## src/rtl/lfsr_crypt_stream.sv

```systemverilog
// Encryption stage: pads a message to a 64-byte frame of spaces, XORs each byte
// with a 7-bit LFSR stream and puts the parity of bits [6:0] into bit 7.
module lfsr_crypt_stream #(
    parameter int unsigned FRAME_LEN = 64,
    parameter int unsigned MAX_MSG   = 49,
    parameter int unsigned PRE_MIN   = 10,
    parameter int unsigned PRE_MAX   = 15
) (
    input  logic       Clk,
    input  logic       Reset,
    input  logic       Start,
    input  logic [7:0] pre_len,
    input  logic [7:0] pt_sel,
    input  logic [6:0] seed,
    input  logic [5:0] msg_len,
    input  logic [7:0] in_data,
    input  logic       in_valid,
    output logic       in_ready,
    output logic [7:0] out_data,
    output logic [5:0] out_idx,
    output logic       out_valid,
    input  logic       out_ready,
    output logic       Busy,
    output logic       Done
);
    localparam int unsigned CNT_W = 7;

    typedef enum logic [2:0] {S_IDLE, S_PRE, S_MSG, S_POST, S_DONE} state_t;

    state_t             state, state_next;
    logic [3:0]         pre_q;
    logic [5:0]         msg_q;
    logic [6:0]         taps_q;
    logic [6:0]         lfsr;
    logic [CNT_W-1:0]   ld_cnt;
    logic               load;
    logic               slot_free;
    logic [6:0]         byte_src;
    logic [6:0]         enc_bits;
    logic [3:0]         pre_c;
    logic [5:0]         msg_c;
    logic [6:0]         seed_c;
    logic [6:0]         taps_c;
    logic [3:0]         tap_index;
    logic               unused_bits;

    assign unused_bits = ^{pt_sel[7:4], in_data[7]};

    // Configuration clamping and tap selection
    always_comb begin
        pre_c = pre_len[3:0];
        if (pre_len < 8'(PRE_MIN))      pre_c = 4'(PRE_MIN);
        else if (pre_len > 8'(PRE_MAX)) pre_c = 4'(PRE_MAX);
        msg_c     = (msg_len > 6'(MAX_MSG)) ? 6'(MAX_MSG) : msg_len;
        seed_c    = (seed == 7'd0) ? 7'd1 : seed;
        tap_index = (pt_sel[3:0] == 4'd8) ? 4'd8 : {1'b0, pt_sel[2:0]};
        case (tap_index)
            4'd0:    taps_c = 7'h60;
            4'd1:    taps_c = 7'h48;
            4'd2:    taps_c = 7'h78;
            4'd3:    taps_c = 7'h72;
            4'd4:    taps_c = 7'h6A;
            4'd5:    taps_c = 7'h69;
            4'd6:    taps_c = 7'h5C;
            4'd7:    taps_c = 7'h7E;
            default: taps_c = 7'h7B;
        endcase
    end

    always_ff @(posedge Clk or posedge Reset) begin
        if (Reset) state <= S_IDLE;
        else       state <= state_next;
    end

    // Next state, slot-load decision and input handshake
    always_comb begin
        state_next = state;
        load       = 1'b0;
        in_ready   = 1'b0;
        byte_src   = 7'h20;
        slot_free  = !out_valid || out_ready;
        case (state)
            S_IDLE: if (Start) state_next = S_PRE;
            S_PRE: begin
                load = slot_free;
                if (load && ld_cnt == CNT_W'(pre_q) - 7'd1)
                    state_next = (msg_q == 6'd0) ? S_POST : S_MSG;
            end
            S_MSG: begin
                in_ready = slot_free;
                byte_src = in_data[6:0];
                load     = in_valid && slot_free;
                if (load && ld_cnt == CNT_W'(pre_q) + CNT_W'(msg_q) - 7'd1)
                    state_next = S_POST;
            end
            S_POST: begin
                load = slot_free && (ld_cnt < CNT_W'(FRAME_LEN));
                if (ld_cnt == CNT_W'(FRAME_LEN) && out_valid && out_ready)
                    state_next = S_DONE;
            end
            S_DONE: state_next = S_IDLE;
            default: state_next = S_IDLE;
        endcase
    end

    assign enc_bits = byte_src ^ lfsr;

    // Config latch, LFSR, output slot and status flags
    always_ff @(posedge Clk or posedge Reset) begin
        if (Reset) begin
            pre_q     <= 4'd0;
            msg_q     <= 6'd0;
            taps_q    <= 7'd0;
            lfsr      <= 7'd0;
            ld_cnt    <= '0;
            out_data  <= 8'd0;
            out_idx   <= 6'd0;
            out_valid <= 1'b0;
            Busy      <= 1'b0;
            Done      <= 1'b0;
        end else begin
            Busy <= (state_next != S_IDLE);
            Done <= (state_next == S_DONE);
            if (state == S_IDLE && Start) begin
                pre_q  <= pre_c;
                msg_q  <= msg_c;
                taps_q <= taps_c;
                lfsr   <= seed_c;
                ld_cnt <= '0;
            end else if (load) begin
                lfsr   <= {lfsr[5:0], ^(lfsr & taps_q)};
                ld_cnt <= ld_cnt + 7'd1;
            end
            if (load) begin
                out_data  <= {^enc_bits, enc_bits};
                out_idx   <= ld_cnt[5:0];
                out_valid <= 1'b1;
            end else if (out_ready) begin
                out_valid <= 1'b0;
            end
        end
    end
endmodule

```

## config.mk

```make
export PLATFORM = sky130hd
export DESIGN_NAME = lfsr_crypt_stream
export DESIGN_NICKNAME = d
export VERILOG_FILES = /design/src/rtl/lfsr_crypt_stream.sv
export SDC_FILE = /design/constraint.sdc
export NUM_CORES = 1
export LEC_CHECK = 0
export ABC_AREA = 1
export CORE_MARGIN = 10
export CORE_UTILIZATION = 30
export CTS_CLUSTER_SIZE = 28
export DETAILED_ROUTE_END_ITERATION = 10
export PLACE_DENSITY = 0.56
export SLEW_MARGIN = 40
export SYNTH_ARGS = -nofsm -noshare
export SYNTH_HDL_FRONTEND = slang
export SYNTH_SLANG_ARGS = --single-unit
```

## constraint.sdc

```tcl
create_clock -name Clk -period 2.7 [get_ports Clk]
set_input_delay 0.54 -clock Clk [delete_from_list [all_inputs] [get_ports Clk]]
set_output_delay 0.54 -clock Clk [all_outputs]
set_load 0.01 [all_outputs]
```

Word level (Yosys, flattened, before mapping):

Memories as Yosys holds them, arrays and structs flattened.
Cells that the tools add are included.

* register bits: 51
* bits in latches: 0
* RAM bits: 0
* memory bits (read-only): 48
* memories kept: 1

* $add $sub $neg: 4
* multipliers: 0
* divide/modulo/power cells: 0
* magnitude comparators: 4
* equal/unequal tests: 8
* shifts and indexed selects: 0
* mux-type cells: 21
* bitwise gates (word level): 2
* reduce and logical (&&, ||, !) cells: 17

Memory list
* (no name shown): words 8, width 6, rd ports 1, clocked after Yosys merged registers in 0, wr ports 0, line 57 `case (tap_index)`

Operators by type and width (number)
* 7-bit 2-to-1 mux: 7
* 7-bit == test: 2
* 7-bit XOR reduction: 2
* 3-bit 2-to-1 mux: 4
* 4-bit 2-to-1 mux: 3
* 3-bit case mux with 4 select lines: 1
* 8-bit by 4-bit greater-than comparator with 1-bit output, second input constant: 1
* 8-bit by 4-bit less-than comparator with 1-bit output, second input constant: 1
* 4-bit by 6-bit adder with 7-bit output: 1
* 7-bit by 1-bit adder with 7-bit output, second input constant: 1
* 7-bit AND: 1
* 7-bit == test, second input constant: 1
* 1-bit logical AND: 7
* 7-bit logical NOT: 1
* 7-bit less-than comparator, second input constant: 1
* 7-bit by 1-bit subtractor with 7-bit output, second input constant: 1
* 7-bit bitwise XOR: 1
* 3-bit by 2-bit == test with 1-bit output, second input constant: 2
* 6-bit greater-than comparator, second input constant: 1
* 6-bit logical NOT: 1
* 6-bit 2-to-1 mux: 1
* 4-bit by 1-bit subtractor with 5-bit output, second input constant: 1
* 4-bit == test, second input constant: 1
* 1-bit 2-to-1 mux: 4
* 8 further kinds: 9

Logic depth before layout (Yosys ltp):

Gate-level depths: netlist of the first run.

* depth after elaboration: 7
* mapped depth: 14
* mapped depth without buffers: 13

Worst setup path before layout of the first run:

OpenSTA, ideal clock, no wires.

* kind: register -> register
* start point: register pre_q[1]
* end point: register Busy
* setup time: 0.071 ns
* data arrival time: 1.947 ns
* required time: 2.629 ns
* slack: 0.682 ns
* cell stages (with the launch flop): 13
* path buffers: 0
* clock period less this slack: 2.018 ns
* cells stage by stage: dfrtp_1 inv_1 ha_1 inv_1 ha_1 inv_1 fa_1 xnor2_1 nor3_1 nand3_1 nor2_1 nand3_1 nand4_1

* cells in the longest elaborated chain, start to end: 7
* elaborated cells on any way between the ends: 11
* those cells by class: add/sub (3); eq/ne (2); mux (3); reduce/logical (3)

Ends and longest elaborated chain
* from (decl): line 31 `logic [3:0] pre_q;`
* from (signal assigned): line 125 `pre_q <= pre_c;`
* 4-bit by 6-bit adder with 7-bit output: line 93 `if (load && ld_cnt == CNT_W'(pre_q) + CNT_W'(msg_q) - 7'd1)`
* 7-bit by 1-bit subtractor with 7-bit output: line 93
* 7-bit == test: line 93
* 1-bit logical AND: line 93
* 3-bit 2-to-1 mux: line 93
* 3-bit case mux with 4 select lines (*): line 82 `case (state)`
* 3-bit nonzero test (*): line 122 `Busy <= (state_next != S_IDLE);`
* to (signal assigned): line 122
* to (decl): line 23 `output logic Busy,`

Mark *: on every way between the ends. The rest lies on a longest branch, timed or not.
A chain may end at the register's enable or synchronous reset.

Final worst setup path of the first run:

* start point: input out_ready
* end point: output in_ready

* cells in the longest elaborated chain, start to end: 2

Ends and longest elaborated chain
* from (decl): line 22 `input logic out_ready,`
* 1-bit logical OR: line 81 `slot_free = !out_valid || out_ready;`
* 1-bit 2-to-1 mux: line 82
* to (decl): line 18 `output logic in_ready,`

Every way passes these cells.

==> results of run 1 <==
==> final cells by class <==
| class | instances | area [µm²] | area share [%] |
|---|---|---|---|
| multi-input combinational | 282 | 1638 | 40.66 |
| clock inverter | 3 | 43.79 | 1.087 |
| clock buffer | 5 | 68.82 | 1.709 |
| tap | 136 | 170.2 | 4.225 |
| timing repair buffer | 60 | 598.1 | 14.85 |
| sequential | 51 | 1276 | 31.69 |
| inverter | 62 | 232.7 | 5.778 |
==> worst paths after layout <==
path,to,slack (ns),cells after the start
min reg2reg,taps_q[6],0.47,1
max reg2reg,Busy,0.46,12
min in group asynchronous,ld_cnt[6],0.59,3
min,taps_q[6],0.47,1
max in group asynchronous,msg_q[4],1.89,3
max,in_ready,0.13,4
==> cell usage in the layout, fill, tap and decap left out, types with 2 or more instances in the layout <==
cell type and instances:
xor2_1 10, o21ai_0 21, nand2_2 4, buf_4 5, a21oi_1 13, nand3_1 30
o21ai_1 9, nor4_1 6, inv_2 8, nor3_4 2, a31oi_1 4, inv_1 54
ha_1 17, nand2_1 99, o22ai_1 3, o221ai_1 4, clkdlybuf4s50_1 54, nor3_1 4
dfrtp_1 51, nor2_1 19, clkbuf_8 5, xnor2_1 12, nand4_1 11
==> state kept, by name, indices dropped and copies added (netlist names) <==
name and count:
Busy 1, Done 1, ld_cnt 7, lfsr 7
msg_q 6, out_data 8, out_idx 6, out_valid 1
pre_q 4, state 3, taps_q 7
==> cells by family (layout without fill, tap and decap cells) <==
kind of cell / Yosys count / in the layout
flip-flops: 51 / 51
XOR/XNOR: 22 / 22
AND/OR/NAND/NOR: 182 / 182
adder cells (fa/ha/maj): 18 / 18
buffers and inverters: 74 / 130
AO/OA/AOI/OAI: 60 / 60
==> where the power goes <==
group / internal (µW) / switching (µW)
clock network: 276 / 255
registers: 1080 / 248
logic: 1090 / 1450
==> routing by layer <==
layer / GRT usage (%) / share of wire, %
met4: 2.838 / 1.0
met5: 0 / 0
met2: 16.39 / 45
met1: 13.17 / 48
met3: 2.353 / 5.7
==> metrics by stage <==
stage	hold WS, ns	power (µW)	area [µm²]	instances	setup WS (ns)
final	0.4726	4401	4028	599	0.1313
after global placement	0.4502	3866	3915	591	0.1350
after floorplan	0.4339	3237	3229	407	0.6819
after CTS	0.4811	4458	4028	599	0.1207
after detailed placement	0.4563	3913	3915	591	0.1201
after global routing	0.5124	4873	4028	599	0.08777
==> Implementation_results.wiki, run 1 <==
{| class="wikitable"
! Metric !! Value
|-
| Outcome || complete, no violations
|-
| Root Buffer Master || clkbuf_8
|-
| Overall via count from detail_route || 2773
|-
| Slowest library cell on the worst path || clkdlybuf4s50_1
|-
| Share of synthesized registers carrying an async set or reset || 100.0%
|-
| RSZ-0062 raised after global routing || false
|-
| Library cell occupying the most area in the post-synthesis netlist || dfrtp_1
|-
| Number of design-rule violations left by the first detailed-router iteration || 127
|-
| Maximum operating frequency || around 390 MHz
|-
| Clock transition at path regs || around 0.09 ns
|-
| Yosys warns || 0
|-
| Xor and xnor area share after synthesis || 5.967%
|-
| Leading register cell type out of synthesis || dfrtp_1
|-
| Post-synthesis net count || approximately 470
|-
| Leakage power || ~0.0019 µW
|-
| Data required, critical path || 2.16 ns
|-
| Data arrival time of the critical path || a little over 2 ns
|-
| Clock tree from TritonCTS || yes
|-
| Worst slew slack as a fraction of its limit || a little over 70%
|-
| Via-to-Cell Ratio || around 4.6
|-
| Kind of path behind the tightest hold check || flop to flop
|-
| Number of placement rows || 37
|-
| Final Routed Wirelength || between 7 and 8 mm
|-
| Global-route wire length before repair || between 10 and 15 mm
|-
| Largest family of logic cells by synthesized area || simple AND/OR/NAND/NOR gates
|-
| Largest net degree at the start of global routing || 52
|-
| Netlist Area Pre-Place || ~3200 µm²
|-
| Antenna viol nets, final || 0
|-
| Latest clock arrival within the worst-skew pair || 0.31 ns
|-
| IO Port Bufs || 54
|-
| Core area || approximately 10000 µm²
|-
| TritonCTS sink count || 51
|-
| Complex-gate fraction of the synthesized area || 10.93%
|-
| Proportion of netlist area held by the largest area contributor || about 40%
|-
| Final setup vio count || 0
|-
| Type of the worst setup path || input pin to primary output
|-
| Mean Syn Cell Area || slightly below 8 µm²
|-
| Most common cell type on the critical path || clkdlybuf4s50_1
|-
| Post-DP HPWL || around 6 mm
|-
| Number of flops mapped to enable cells by yosys || 0
|-
| Adder and majority cell fraction of the synthesized area || under 10%
|-
| Mux cell area share after synthesis || 0%
|-
| Actual transition at the worst max-transition pin || roughly 0.44 ns
|-
| Total overflow reported by the global router || 0
|-
| Tmin final || approximately 2.6 ns
|-
| Maximum level of the CTS H-tree || 2
|-
| Die Height || around 120 µm
|-
| Layout Utilization || about two fifths
|-
| Vias in the first global route || between 2k and 3k
|-
| Share of the clock period used by the worst path after layout || a little over nine tenths
|-
| Die Width || 123.8 µm
|-
| Setup TNS || 0 ns
|-
| Fraction of the yosys area taken by sequential cells || between 30% and 40%
|-
| Largest fanout on the critical path || 4
|-
| Routed length per placed instance || 12.67 µm
|-
| DRC || 0
|-
| Number of antenna diodes || 0
|-
| Largest stage delay, worst path || a little over 0.6 ns
|-
| Library cells used by synthesis || 39
|-
| Global router's overall resource usage || about a tenth
|-
| Share of cells above drive strength 1 || under 10%
|-
| Count leader, synth || nand2_1
|-
| Critical Path End Type || primary output
|-
| Worst setup SP type || input pin
|-
| Number of fill cells || 1069
|-
| Worst-case clock skew || between 0.01 and 0.015 ns
|-
| Cells along the critical path || clkdlybuf4s50_1, nor2_1, nor4_1, clkdlybuf4s50_1
|-
| Register bit count reported by yosys || 51
|-
| Cell count after synthesis || slightly above 400
|-
| R2r startpoint || pre_q[1]
|-
| Max-cap check violation count || 0
|-
| Initial antenna violation count || 0
|-
| Routability cong. || roughly 0.85
|-
| Fin. Hold Viols || 0
|-
| Buffers inserted during post-CTS setup optimization || 0
|-
| Number of I/O pins || 60
|-
| Crit. Startpoint || out_ready
|-
| Largest cells by area after synthesis || dfrtp_1 (40%), nand2_1 (12%), ha_1 (6.6%)
|-
| Clock tree buffer depth || 2
|-
| Worst min-delay path startpoint || taps_q[6]
|-
| Number of buffers added to fix hold violations after cts || 0
|-
| Most used standard cells in the synthesized netlist || nand2_1 (99), inv_1 (55), dfrtp_1 (51)
|-
| Detailed Routing Iterations Pass 1 || 4
|-
| Number of max-slew violations in the final report || 0
|-
| Peak supply drop || 0.3647 mV
|-
| Power per cell area || about 1100 nW/µm²
|-
| Synthesized-area fraction occupied by and/or/nand/nor cells || 26.62%
|-
| Post-synthesis to final-layout area growth || 24.72%
|-
| # nets final || 522
|-
| Family of cells with the greatest summed delay on the critical path || buffers and inverters
|-
| Number of buffers created by CTS || 5
|-
| Critical path buffers and inverters || 2
|-
| Initial standard-cell utilization of the core || 31.00%
|-
| Die area || 15310 µm²
|-
| Resized cells post-CTS || 0
|}
Note: power is estimated with default switching activity, not from simulation.
==> run 2, diff against run 1 <==
- CAP_MARGIN: default -> 20
==> results of run 2 <==
The final DEF is identical to that of run 1; final timing and power are the same.
